**src/rtl/sram_ctrl_pkg.sv**
```systemverilog
// Shared types and width helpers for the asynchronous SRAM controller.
// States and derived geometry are used by sram_ctrl and sram_beat_seq.
package sram_ctrl_pkg;

  typedef enum logic [2:0] {
    ST_IDLE,
    ST_SETUP,
    ST_ACCESS,
    ST_HOLD,
    ST_RSP
  } state_e;

  // Narrowest counter the wait-state and beat-index registers may use.
  localparam int WAIT_W_MIN = 1;

  function automatic int calc_beats(input int bus_dw, input int sram_dw);
    return bus_dw / sram_dw;
  endfunction

  function automatic int calc_lanes(input int sram_dw);
    return sram_dw / 8;
  endfunction

  function automatic int calc_cmd_aw(input int sram_aw, input int bus_dw, input int sram_dw);
    return sram_aw - $clog2(bus_dw / sram_dw);
  endfunction

  // Bits needed to hold the values 0 .. n-1.
  function automatic int cnt_width(input int n);
    return (n < 2) ? WAIT_W_MIN : $clog2(n);
  endfunction

endpackage

```
**src/rtl/sram_beat_seq.sv**
```systemverilog
// Finds the lowest beat at or after a start index that must run on the SRAM.
// Write beats with an all-zero lane mask are skipped; reads run every beat.
module sram_beat_seq
  import sram_ctrl_pkg::*;
#(
  parameter  int BEATS = 2,
  parameter  int SL    = 2,
  localparam int BW    = cnt_width(BEATS)
) (
  input  logic [BEATS*SL-1:0] i_mask,
  input  logic                i_write,
  input  logic [BW-1:0]       i_start,
  input  logic                i_incl,
  output logic [BW-1:0]       o_beat,
  output logic                o_none
);

  // Descending scan so the lowest qualifying beat is the one left standing.
  always_comb begin
    o_beat = '0;
    o_none = 1'b1;
    for (int b = BEATS - 1; b >= 0; b--) begin
      if (((b > int'(i_start)) || (i_incl && (b == int'(i_start)))) &&
          (!i_write || (|i_mask[b*SL +: SL]))) begin
        o_beat = BW'(b);
        o_none = 1'b0;
      end
    end
  end

endmodule

```
**src/rtl/sram_ctrl.sv**
```systemverilog
// Bus-word to multi-beat asynchronous SRAM controller with programmable wait states.
// Optional SRAM_LEDS_EN adds the sram_leds debug register fed by lane-0 writes.
module sram_ctrl
  import sram_ctrl_pkg::*;
#(
  parameter  int BUS_DW      = 32,
  parameter  int SRAM_DW     = 16,
  parameter  int SRAM_AW     = 18,
  parameter  int WAIT_CYCLES = 2,
  localparam int BEATS       = calc_beats(BUS_DW, SRAM_DW),
  localparam int SL          = calc_lanes(SRAM_DW),
  localparam int CMD_AW      = calc_cmd_aw(SRAM_AW, BUS_DW, SRAM_DW),
  localparam int BW          = cnt_width(BEATS),
  localparam int WW          = cnt_width(WAIT_CYCLES)
) (
  input  logic                io_mainClk,
  input  logic                io_asyncReset_n,
  input  logic                cmd_valid,
  output logic                cmd_ready,
  input  logic                cmd_write,
  input  logic [CMD_AW-1:0]   cmd_addr,
  input  logic [BUS_DW-1:0]   cmd_wdata,
  input  logic [BUS_DW/8-1:0] cmd_mask,
  output logic                rsp_valid,
  output logic [BUS_DW-1:0]   rsp_rdata,
  output logic [SRAM_AW-1:0]  sram_addr,
  input  logic [SRAM_DW-1:0]  sram_dat_read,
  output logic [SRAM_DW-1:0]  sram_dat_write,
  output logic                sram_dat_writeEnable,
  output logic                sram_cs_n,
  output logic                sram_we_n,
  output logic                sram_oe_n,
  output logic [SL-1:0]       sram_be_n
`ifdef SRAM_LEDS_EN
  ,
  output logic [7:0]          sram_leds
`endif
);

  // state  | meaning
  // IDLE   | cmd_ready high, strobes inactive, waiting for a command
  // SETUP  | address/lanes (and write data) presented, cs_n low
  // ACCESS | strobe active for WAIT_CYCLES cycles; read data sampled on the last
  // HOLD   | write only: we_n released while address/data/cs stay stable
  // RSP    | rsp_valid pulse with the assembled read word

  localparam int LOG_B = $clog2(BEATS);

  state_e                r_state;
  logic                  r_cmd_ready;
  logic                  r_rsp_valid;
  logic [BUS_DW-1:0]     r_rdata;
  logic [SRAM_AW-1:0]    r_sram_addr;
  logic [SRAM_DW-1:0]    r_dat_write;
  logic                  r_de;
  logic                  r_cs_n;
  logic                  r_we_n;
  logic                  r_oe_n;
  logic [SL-1:0]         r_be_n;
  logic                  r_write;
  logic [CMD_AW-1:0]     r_addr;
  logic [BUS_DW-1:0]     r_wdata;
  logic [BUS_DW/8-1:0]   r_mask;
  logic [BW-1:0]         r_beat;
  logic [WW-1:0]         r_wait;
`ifdef SRAM_LEDS_EN
  logic [7:0]            r_leds;
`endif

  logic                  w_accept;
  logic                  w_first_none;
  logic [BW-1:0]         w_first_beat;
  logic                  w_next_none;
  logic [BW-1:0]         w_next_beat;
  logic                  w_go_setup;
  logic                  w_in_idle;
  logic                  w_sel_write;
  logic [BW-1:0]         w_sel_beat;
  logic [CMD_AW-1:0]     w_sel_addr;
  logic [BUS_DW-1:0]     w_sel_wdata;
  logic [BUS_DW/8-1:0]   w_sel_mask;
  logic [SRAM_AW-1:0]    w_sel_saddr;

  sram_beat_seq #(.BEATS(BEATS), .SL(SL)) u_first (
    .i_mask  (cmd_mask),
    .i_write (cmd_write),
    .i_start ('0),
    .i_incl  (1'b1),
    .o_beat  (w_first_beat),
    .o_none  (w_first_none)
  );

  sram_beat_seq #(.BEATS(BEATS), .SL(SL)) u_next (
    .i_mask  (r_mask),
    .i_write (r_write),
    .i_start (r_beat),
    .i_incl  (1'b0),
    .o_beat  (w_next_beat),
    .o_none  (w_next_none)
  );

  assign w_in_idle = (r_state == ST_IDLE);
  assign w_accept  = w_in_idle && cmd_valid && r_cmd_ready;

  // First beat comes straight from the command; later beats from the latched copy.
  assign w_sel_write = w_in_idle ? cmd_write    : r_write;
  assign w_sel_beat  = w_in_idle ? w_first_beat : w_next_beat;
  assign w_sel_addr  = w_in_idle ? cmd_addr     : r_addr;
  assign w_sel_wdata = w_in_idle ? cmd_wdata    : r_wdata;
  assign w_sel_mask  = w_in_idle ? cmd_mask     : r_mask;
  assign w_sel_saddr = (SRAM_AW'(w_sel_addr) << LOG_B) | SRAM_AW'(w_sel_beat);

  assign w_go_setup = (w_accept && !w_first_none) ||
                      ((r_state == ST_ACCESS) && (r_wait == '0) && !r_write && !w_next_none) ||
                      ((r_state == ST_HOLD) && !w_next_none);

  always_ff @(posedge io_mainClk or negedge io_asyncReset_n) begin
    if (!io_asyncReset_n) begin
      r_state     <= ST_IDLE;
      r_cmd_ready <= 1'b0;
      r_rsp_valid <= 1'b0;
      r_rdata     <= '0;
      r_sram_addr <= '0;
      r_dat_write <= '0;
      r_de        <= 1'b0;
      r_cs_n      <= 1'b1;
      r_we_n      <= 1'b1;
      r_oe_n      <= 1'b1;
      r_be_n      <= '1;
      r_write     <= 1'b0;
      r_addr      <= '0;
      r_wdata     <= '0;
      r_mask      <= '0;
      r_beat      <= '0;
      r_wait      <= '0;
`ifdef SRAM_LEDS_EN
      r_leds      <= '0;
`endif
    end else begin
      r_rsp_valid <= 1'b0;
      case (r_state)
        ST_IDLE: begin
          r_cmd_ready <= !w_accept;
          if (w_accept) begin
            r_write <= cmd_write;
            r_addr  <= cmd_addr;
            r_wdata <= cmd_wdata;
            r_mask  <= cmd_mask;
`ifdef SRAM_LEDS_EN
            if (cmd_write && cmd_mask[0]) r_leds <= cmd_wdata[7:0];
`endif
          end
        end
        ST_SETUP: begin
          r_state <= ST_ACCESS;
          r_wait  <= WW'(WAIT_CYCLES - 1);
          if (r_write) r_we_n <= 1'b0;
        end
        ST_ACCESS: begin
          if (r_wait != '0) begin
            r_wait <= r_wait - 1'b1;
          end else if (r_write) begin
            r_state <= ST_HOLD;
            r_we_n  <= 1'b1;
          end else begin
            r_rdata[r_beat*SRAM_DW +: SRAM_DW] <= sram_dat_read;
            if (w_next_none) begin
              r_state     <= ST_RSP;
              r_rsp_valid <= 1'b1;
              r_cs_n      <= 1'b1;
              r_oe_n      <= 1'b1;
              r_be_n      <= '1;
            end
          end
        end
        ST_HOLD: begin
          if (w_next_none) begin
            r_state <= ST_IDLE;
            r_cs_n  <= 1'b1;
            r_de    <= 1'b0;
            r_be_n  <= '1;
          end
        end
        ST_RSP:  r_state <= ST_IDLE;
        default: r_state <= ST_IDLE;
      endcase

      // Shared beat launch; overrides the per-state updates above.
      if (w_go_setup) begin
        r_state     <= ST_SETUP;
        r_beat      <= w_sel_beat;
        r_sram_addr <= w_sel_saddr;
        r_cs_n      <= 1'b0;
        if (w_sel_write) begin
          r_de        <= 1'b1;
          r_we_n      <= 1'b1;
          r_oe_n      <= 1'b1;
          r_dat_write <= w_sel_wdata[w_sel_beat*SRAM_DW +: SRAM_DW];
          r_be_n      <= ~w_sel_mask[w_sel_beat*SL +: SL];
        end else begin
          r_de        <= 1'b0;
          r_oe_n      <= 1'b0;
          r_be_n      <= '0;
        end
      end
    end
  end

  assign cmd_ready            = r_cmd_ready;
  assign rsp_valid            = r_rsp_valid;
  assign rsp_rdata            = r_rdata;
  assign sram_addr            = r_sram_addr;
  assign sram_dat_write       = r_dat_write;
  assign sram_dat_writeEnable = r_de;
  assign sram_cs_n            = r_cs_n;
  assign sram_we_n            = r_we_n;
  assign sram_oe_n            = r_oe_n;
  assign sram_be_n            = r_be_n;
`ifdef SRAM_LEDS_EN
  assign sram_leds            = r_leds;
`endif

endmodule

```
**config.mk**
```make
export PLATFORM = sky130hd
export DESIGN_NAME = sram_ctrl
export DESIGN_NICKNAME = d
export VERILOG_FILES = /design/src/rtl/sram_ctrl_pkg.sv /design/src/rtl/sram_beat_seq.sv /design/src/rtl/sram_ctrl.sv
export SDC_FILE = /design/constraint.sdc
export NUM_CORES = 1
export LEC_CHECK = 0
export BUFFER_PORTS_ARGS = -buffer_cell sky130_fd_sc_hd__buf_4
export CAP_MARGIN = 15
export CORE_MARGIN = 3
export CORE_UTILIZATION = 50
export CTS_BUF_LIST = sky130_fd_sc_hd__clkbuf_16
export CTS_CLUSTER_SIZE = 10
export DETAILED_ROUTE_END_ITERATION = 8
export GPL_TIMING_DRIVEN = 0
export PLACE_DENSITY_LB_ADDON = 0.12
export SLEW_MARGIN = 10
export SYNTH_ARGS = -nofsm -noshare
export SYNTH_HDL_FRONTEND = slang
export SYNTH_SLANG_ARGS = --single-unit
```
**constraint.sdc**
```tcl
create_clock -name io_mainClk -period 2.3 [get_ports io_mainClk]
set_input_delay 0.46 -clock io_mainClk [delete_from_list [all_inputs] [get_ports io_mainClk]]
set_output_delay 0.46 -clock io_mainClk [all_outputs]
set_load 0.05 [all_outputs]
```
# Yosys cells after proc, flatten, opt, wreduce, memory -nomap -nowiden
# Index checks and enable logic that the tools add are counted.
[totals]
register_bits = 133
in_bits = 73
wordCells = 120
[classes]
n_addsub = 2
n_lt_le_gt_ge = 1
n_eq_ne = 11
shifts = 4
n_mux = 49
n_bitwise = 4
reduce_logical = 32
[op_table]
columns = ["op", "count"]
rows = [
  ["$neg A5 Y34", 1],
  ["$shift A16 B34 Y32 const A", 1],
  ["$shiftx A16 B34 Y32", 1],
  ["$bwmux W32", 1],
  ["$mux W32", 1],
  ["$shiftx A32 B6 Y16", 1],
  ["$mux W1", 30],
  ["$or A18 B1 Y18", 1],
  ["$mux W17", 1],
  ["$mux W3", 5],
  ["$pmux W3 S4", 1],
  ["$mux W2", 5],
  ["$ne A3 B3 Y1 const B", 3],
  ["$logic_and A1 B1 Y1", 8],
  ["$reduce_and A4 Y1", 2],
  ["$eq A3 B2 Y1 const B", 2],
  ["$pmux W1 S2", 3],
  ["$reduce_and A2 Y1", 3],
  ["$reduce_and A3 Y1", 2],
  ["$reduce_bool A2 Y1", 3],
  ["$reduce_or A2 Y1", 3],
  ["$logic_or A1 B1 Y1", 5],
  ["$logic_not A1 Y1", 4],
  ["$mux W4", 1],
  ["12 further kinds", 15],
]

# Depth between registers and ports, before layout
# Gate-level depths: netlist (run 1).
[logic_depth]
ltp_word = 10
mapped_depth = 7
depth_no_buf = 5

# Modules after synthesis
# A second synthesis (run 1) with hierarchy kept.
[unflattened]
cells_unflattened = 443
area_unflattened_um2 = 5921.9
[modules_own_cells]
columns = ["mod", "instances", "cells_each", "area_each_um2", "seq_area_each_um2"]
rows = [
  ["sram_ctrl", 1, 431, 5821.8, 3309.4],
  ["sram_beat_seq", 2, 6, 50.0, 0.0],
]

# Worst setup path before layout (run 1)
# OpenSTA, ideal clock, no wires.
[synth_path]
kind = "input port to flip-flop"
start = "input cmd_mask[2]"
end = "register r_dat_write[10], in the netlist sram_dat_write[10]"
arrival_time_ns = 1.977
required_ns = 2.175
setup_slack_ns = 0.198
stages = 6
path_cell_list = "or2_2 clkbuf_1 o211a_4 o21ai_4 buf_12 mux2_4"
[synth_via]
elab_chain_len = 9
word_cells_on_any_way = 13
cone_classes = "shift (1); mux (5); reduce/logical (7)"
[synth_rtl]
columns = ["element", "line_no", "text"]
rows = [
  ["start: declaration", "sram_ctrl.sv:23", "input logic [BUS_DW/8-1:0] cmd_mask,"],
  ["$reduce_or A2 Y1 (*)", "sram_beat_seq.sv:24", "(!i_write || (|i_mask[b*SL +: SL]))) begin"],
  ["$logic_or A1 B1 Y1 (*)", "sram_beat_seq.sv:24", ""],
  ["branches (longest 7 deep; another with $shiftx A32 B6 Y16)", "n/a", ""],
  ["end signal: assignment", "sram_ctrl.sv:198", "r_dat_write <= w_sel_wdata[w_sel_beat*SRAM_DW +: SRAM_DW];"],
  ["end: declaration", "sram_ctrl.sv:54", "logic [SRAM_DW-1:0] r_dat_write;"],
]
# Mark *: on every way between the ends.
# A chain may end at the register's enable or synchronous reset.

# Final worst setup path (run 1)
[layout_path]
start = "input cmd_mask[0]"
end = "register r_dat_write[12], in the netlist sram_dat_write[12]"
[layout_via]
elab_chain_len = 8
word_cells_on_any_way = 11
cone_classes = "shift (1); mux (3); reduce/logical (7)"
[layout_rtl]
columns = ["element", "line_no"]
rows = [
  ["$reduce_or A2 Y1 (*)", "sram_beat_seq.sv:24"],
  ["$logic_or A1 B1 Y1 (*)", "sram_beat_seq.sv:24"],
  ["branches (longest 6 deep; another with $shiftx A32 B6 Y16)", "n/a"],
]
# Marks and branches as above.

==> reports/summary.txt, run 1 <==
First-pass GRT wire length - 23100 um
Synth Cell Area - 5960 um^2
Post-synthesis adder-cell area fraction - 0%
Cells traversed along the worst timing path - buf_4 > nor3b_1 > clkbuf_1 > nand3_1 > a32oi_1 > mux2_4
Number of antenna violations at the first check in global routing - 0
Distinct cells, synth - 41
Switching component of the power - 0.00600 W
Net count of the finished layout - 686
Commonest non-fill, non-tap cell in the layout - buf_4
Total half-perimeter wirelength after legalization and detailed placement - 10000 um
Met3 layer wire length in the routed design - 990 um
Final Wtd Congestion - 0.808
Critical path start-end classification - in2reg
Library cell used as clock root buffer - clkbuf_16
CTS tree - built
Max Clock Freq - 0.459 GHz
Setup slack of the most critical reg-to-reg path - 0.16 ns
Number of I/O pins - 147
Rows - 39
Horizontal extent of the die - 115 um
Global-route total usage across every layer - 22.6%
Critical Path Start Type - input pin
Count of input and output buffers - 146
CORE AREA - 11500 um^2
CP max FO - 10
Power Total - 0.0144 W
Proportion of synthesized chip area in sequential cells - 55.5%
Post-route DRC violation count - 0
Average instance area after synthesis - 13.5 um^2
Shortest clock period the worst path allows after layout - 2.18 ns
Via density per instance - 5.67
Synth top area share - 53.3%
Element type at the critical path end - flip-flop
Critical-path top delay cell - nor3b_1
Worst Skew - 0.00733 ns
Top layer in use - met4
Later-pin clock latency in the skew report - 0.41 ns
Final Setup Violations - 0
Number of instances in the synthesized netlist - 442
Xor/xnor share of the synthesized area - 0%
Cell Area, Placed - 7270 um^2
Pre-CTS WS - -0.251 ns
Detailed Route Iter0 Violations - 294
Worst EP required - 2.66 ns
Routed WL per cell - 18.7 um
Status - complete, no violations
Worst hold-check path type - in2reg
Slowest stage delay, CP - 0.89 ns
Syn Nets - 515
Synthesized-area fraction occupied by ao, oa, aoi and oai cells - 9.72%
Unrepaired setup endpoints after global routing - false
Internal power of the cells - 0.00844 W
Pin count of the biggest net entering global routing - 87
Metal-1 WL - 5940 um
Main combinational cell family by area after synthesis - multiplexers
Peak supply drop - 0.00115 V
Worst Setup Slack, final - 0.122 ns
Simple logic cell fraction of the synthesized area - 4.83%
Part of the cycle the worst path needs - 94.7%
Flip-flop and latch count after synthesis - 132
Number of sinks driven by the clock tree - 132
Final-report max-slew violation count - 0
Data arrival time at the worst-slack endpoint - 2.54 ns
Net Sw Frac - 41.6%
Overall overflow remaining after global route - 0
Clock Path Buffers - 2
Multiplexer share of the synthesized area - 26.8%
Total number of H-tree levels - 4
Worst slew margin - 26.0%
Sequential share of power - 29.0%
Total number of vias - 4359
Total die area - 13300 um^2
Leakage dissipation - 3.58 nW
Layout cells sized above 1 - 55.6%
Router iterations before antenna repair - 4
Combinational share of power - 52.1%
Number of nets with antenna violations after detailed routing - 0
Routed length on met2 - 7170 um
Final WL - 14400 um
Number of warning messages in the yosys log - 0
Number of global-route vias before repair - 4584
Proportion of power drawn by the clock network - 18.9%
Dominant cell type by area after synthesis - dfrtp_1
Buffers plus inverters on the worst setup path - 2
Number of diodes added for antenna fixing - 0
Number of buffers created by CTS - 17
Slew @ Worst Pin - 1.11 ns
Final design instance area without fill - 7940 um^2
Reported max-cap violation count - 0
Commonest cells after routing, fill and taps aside - buf_4 (149), dfrtp_1 (127), mux2_2 (121)
Relative area change from synthesis to final layout - 33.1%
Initial cell density of the core - 51.8%
Power density relative to cell area - 1820 nW/um^2
Cell class contributing the biggest share of worst-path delay - simple AND/OR/NAND/NOR gates
CTS clk-pin slew, worst paths - 0.06 ns
Total count of hold-check failures in the final report - 0
Floorplan die height - 115 um
Cell types occupying the most area after synthesis - dfrtp_1 (53%), mux2_2 (23%), mux2_4 (3.8%), o21ai_0 (3.1%), a32oi_1 (2.4%)
[metrics by stage]
step / util (%) / TNS (ns) / hold slack (ns) / cells
after floorplan: - / 0 / 0.164 / 442
after global placement: 62.8 / -3.37 / 0.482 / 731
after detailed placement: 63.1 / -3.82 / 0.418 / 732
after CTS: 68.4 / 0 / 0.266 / 765
after global routing: 68.9 / 0 / 0.270 / 769
final: 68.9 / 0 / 0.282 / 769
[final cells by class]
cell class	count	area (um^2)
fillers	860	3580
flip-flops and latches	132	3310
multi-input cells	273	2480
repair buffers	152	1180
clock buffers	17	425
well taps	143	179
plain buffers	33	173
clock inverters	15	171
inverters	4	15.0
[worst paths after layout]
check                                             start                        endpoint  depth (start not counted)
worst max register to register      r_write$_DFFE_PN0P_  sram_dat_write[13]$_DFFE_PN0P_                          6
worst min register to register  r_wdata[13]$_DFFE_PN0P_         r_wdata[13]$_DFFE_PN0P_                          1
worst max-delay path                        cmd_mask[0]  sram_dat_write[12]$_DFFE_PN0P_                          6
min in group asynchronous               io_asyncReset_n   sram_dat_write[3]$_DFFE_PN0P_                          2
max in group asynchronous               io_asyncReset_n           sram_oe_n$_DFFE_PN1P_                          3
worst min-delay path                      cmd_wdata[10]         r_wdata[10]$_DFFE_PN0P_                          2
[sequential cells by signal (all words and copies together) (netlist names), 2 cells and up]
name	cells
r_state	3
r_mask	4
sram_be_n	2
r_wdata	32
r_addr	17
sram_addr	18
sram_dat_write	16
rsp_rdata	32
[per-layer routing]
metal  GRT usage [%]  vias up
met2            37.4      135
met1            27.5     2217
met3            7.68       24
li1                -     1983
met4            8.45        0
met5               0        -
[logic make-up (layout without fill, tap and decap cells)]
family          Yosys count  after routing
compound gates           86             86
simple gates             50             50
flops                   132            132
mux                     137            137
buf+inv                  37            221
[power by group through the flow]
stage,clock (W),sequential (W),combinational (W)
final,0.00273,0.00419,0.00752
after global routing,0.00288,0.00434,0.00797
after floorplan,0,0.00633,0.00318
after CTS,0.00278,0.00419,0.00744
after detailed placement,0,0.00420,0.00742
after global placement,0,0.00412,0.00729
[cells in the mapped netlist, drive strengths merged]
cell type,number
mux2,136
dfrtp,127
o21ai,39
buf,19
a31oi,18
nand3,17
a32oi,16
clkbuf,14
nor2,8
nand2,7
dfstp,5
inv,4
nor3,4
nor3b,3
o211ai,3
a221oi,2
and2,2
nor2b,2
o32a,2
or3b,2
a22oi,1
and2b,1
and3,1
mux2i,1
nor4b,1
o211a,1
o21a,1
o21ba,1
o22ai,1
o31ai,1
or2,1
or4b,1
[repair_timing]
action | in CTS | in global routing
endpoints found under the setup margin | 17 | 80
pin swaps | 0 | 2
buffers inserted | 0 | 4
resized for setup | 2 | 2
hold buffers | 1 | 0
endpoints found under the hold margin | 46 | 0
Note: power is estimated with default switching activity, not from simulation.
==> run 2: changes to the inputs <==
--- a/config.mk
+++ b/config.mk
@@ -7,8 +7,10 @@
 export LEC_CHECK = 0
 export BUFFER_PORTS_ARGS = -buffer_cell sky130_fd_sc_hd__buf_4
 export CAP_MARGIN = 15
+export CELL_PAD_IN_SITES_DETAIL_PLACEMENT = 2
+export CELL_PAD_IN_SITES_GLOBAL_PLACEMENT = 2
 export CORE_MARGIN = 3
-export CORE_UTILIZATION = 50
+export CORE_UTILIZATION = 36
 export CTS_BUF_LIST = sky130_fd_sc_hd__clkbuf_16
 export CTS_CLUSTER_SIZE = 10
 export DETAILED_ROUTE_END_ITERATION = 8
==> run 2 against run 1 <==
  * Non-clock buffer count is 2 higher
  * Sequential share of layout area shrank 0.91 points
  * Clock power grew 13%
  * Via count up 1.8%
  * Combinational power increased by 3.9%
  * Register-to-register slack about the same
  * Setup slack got worse by 0.014 ns
  * Critical path depth up 1
  * Die area grew 37%
==> reports/summary.txt, run 2 (synthesized netlist as in run 1, its figures left out) <==
Final-report max-slew violation count - 0 (unchanged)
# fillers - 1566 (+82%)
Pin count of the biggest net entering global routing - 78 (-10%)
Routed WL per cell - 22.1 um (+18%)
Floorplan die height - 135 um (+17%)
First-pass GRT wire length - 29800 um (+29%)
Global-route total usage across every layer - 21.2% (-1.4 points)
Number of buffers created by CTS - 17 (unchanged)
Max Clock Freq - 0.456 GHz (-0.63%)
Number of cells on the critical path - 7 (+1)
Power density relative to cell area - 1860 nW/um^2 (+2.5%)
CORE AREA - 16100 um^2 (+39%)
Number of nets with antenna violations after detailed routing - 0 (unchanged)
Net count of the finished layout - 688 (+0.29%)
Shortest clock period the worst path allows after layout - 2.19 ns (+0.0137 ns)
Total die area - 18100 um^2 (+37%)
Via density per instance - 5.26 (-7.2%)
Capturing point of the worst reg2reg path - sram_dat_write[15]$_DFFE_PN0P_
Post-route DRC violation count - 0 (unchanged)
Footprint of the multi-input gates - 2490 um^2 (+0.40%)
Number of sinks driven by the clock tree - 132 (unchanged)
Count of input and output buffers - 146 (unchanged)
Worst EP required - 2.60 ns (-0.06 ns)
Post-layout utilization of the core - 50.5% (-18 points)
Slowest stage delay, CP - 0.45 ns (-0.44 ns)
Total count of hold-check failures in the final report - 0 (unchanged)
Commonest non-fill, non-tap cell in the layout - buf_4
Layout cells sized above 1 - 56.9% (+1.3 points)
Sequential cell area in the final layout - 3310 um^2 (unchanged)
Total half-perimeter wirelength after legalization and detailed placement - 12700 um (+27%)
Number of diodes added for antenna fixing - 0 (unchanged)
Buffers plus inverters on the worst setup path - 3 (+1)
Setup slack of the most critical reg-to-reg path - 0.15 ns (about the same)
Final Setup Violations - 0 (unchanged)
Worst slew margin - 58.1% (+32 points)
Leakage dissipation - 3.60 nW (+0.78%)
Clock Path Buffers - 2 (unchanged)
Accumulated negative setup slack - 0 ns (unchanged)
Overall overflow remaining after global route - 0 (unchanged)
Element type at the critical path end - flip-flop
Depth of the worst register-to-register path - 6 (unchanged)
Slew @ Worst Pin - 0.625 ns (-0.482 ns)
CP max FO - 10 (unchanged)
Horizontal extent of the die - 135 um (+17%)
Router iterations before antenna repair - 4 (unchanged)
Number of I/O pins - 147 (unchanged)
Cell total after placement - 805 (+10%)
Part of the cycle the worst path needs - 95.3% (+0.60 points)
Later-pin clock latency in the skew report - 0.42 ns (about the same)
Relative area change from synthesis to final layout - 36.1%
CTS clk-pin slew, worst paths - 0.06 ns (about the same)
Initial cell density of the core - 37.1% (-15 points)
Source of the worst register-to-register timing path - r_state[1]$_DFFE_PN0P_
Number of global-route vias before repair - 5305 (+16%)
Total number of vias - 4436 (+1.8%)
CP Capture Point - sram_dat_write[15]$_DFFE_PN0P_
Status - complete, no violations
Rows - 46 (+18%)
Library cell used as clock root buffer - clkbuf_16
Critical-path top delay cell - o21ai_4
Final Wtd Congestion - 0.780 (-3.5%)
Worst hold-check path type - in2async
Total number of H-tree levels - 4 (unchanged)
Data arrival time at the worst-slack endpoint - 2.50 ns (-0.04 ns)
Critical Path Start Type - input pin
Critical path start-end classification - in2reg
Reported max-cap violation count - 0 (unchanged)
Power Total - 0.0151 W (+4.8%)
Cell class contributing the biggest share of worst-path delay - compound AO/OA/AOI/OAI gates
Source of the critical timing path - cmd_mask[2]
Worst Skew - 0.00828 ns (+0.000948 ns)
Final WL - 18700 um (+30%)
Final instance count without filler cells - 843 (+9.6%)
CTS tree - built
Peak supply drop - 0.00113 V (-1.4%)
Cells traversed along the worst timing path - buf_4 > or2_2 > clkbuf_1 > o211a_4 > o21ai_4 > buf_12 > mux2_4
Number of antenna violations at the first check in global routing - 0 (unchanged)
Commonest cells after routing, fill and taps aside - buf_4 (152), dfrtp_1 (127), mux2_2 (121)
Detailed Route Iter0 Violations - 168 (-43%)
-- run 2: final cells by class --
| cell class | instances | area share [%] |
|---|---|---|
| multi-input combinational | 273 | 30.7 |
| clock inverter | 14 | 2.88 |
| sequential | 132 | 40.8 |
| inverter | 4 | 0.185 |
| buffer | 33 | 2.14 |
| timing repair buffer | 154 | 14.7 |
| clock buffer | 17 | 5.24 |
| tap | 216 | 3.33 |
-- run 2: worst min path at each step --
stage                           startpoint                      to  slack, ns  depth (start not counted)
finish                     io_asyncReset_n  r_wdata[4]$_DFFE_PN0P_      0.006                          1
floorplan                  io_asyncReset_n   cmd_ready$_DFFE_PN0N_       0.16                          0
global route               io_asyncReset_n  r_wdata[4]$_DFFE_PN0P_       0.03                          1
global placement    r_wdata[7]$_DFFE_PN0P_  r_wdata[7]$_DFFE_PN0P_       0.48                          1
detailed placement         io_asyncReset_n  r_wdata[4]$_DFFE_PN0P_       0.47                          1
CTS                        io_asyncReset_n  r_wdata[4]$_DFFE_PN0P_      0.009                          1
-- run 2: metrics by stage --
| stage | cell area (um^2) | setup WS (ns) | hold slack (ns) |
|---|---|---|---|
| 2_1_floorplan | 5960 | 0.198 | 0.164 |
| 3_3_place_gp | 7330 | -0.356 | 0.482 |
| 3_5_place_dp | 7360 | -0.346 | 0.469 |
| 4_1_cts | 8080 | 0.00106 | 0.00932 |
| 5_1_grt | 8110 | -0.00843 | 0.0307 |
| 6_report | 8110 | 0.108 | 0.00584 |
-- run 2: metal layers --
metal	up-vias	GRT usage, %	share of wire, %
met4	0	6.96	1.9
met3	23	6.71	5.3
met2	119	36.6	53
met5	-	0	0
met1	2313	25.1	40
li1	1981	-	-
-- run 2: repair_timing --
action                                  in CTS  in global routing
hold buffers                                 0                  0
gates resized for setup                      3                  5
buffers inserted                             5                  2
pin swaps                                    2                  0
endpoints found under the setup margin      79                 28
endpoints found under the hold margin        0                  0
-- run 2: where the power goes --
part | switching (W) | internal [W]
logic | 0.00467 | 0.00314
clock network | 0.00106 | 0.00202
registers | 0.000682 | 0.00355
total | 0.00641 | 0.00872
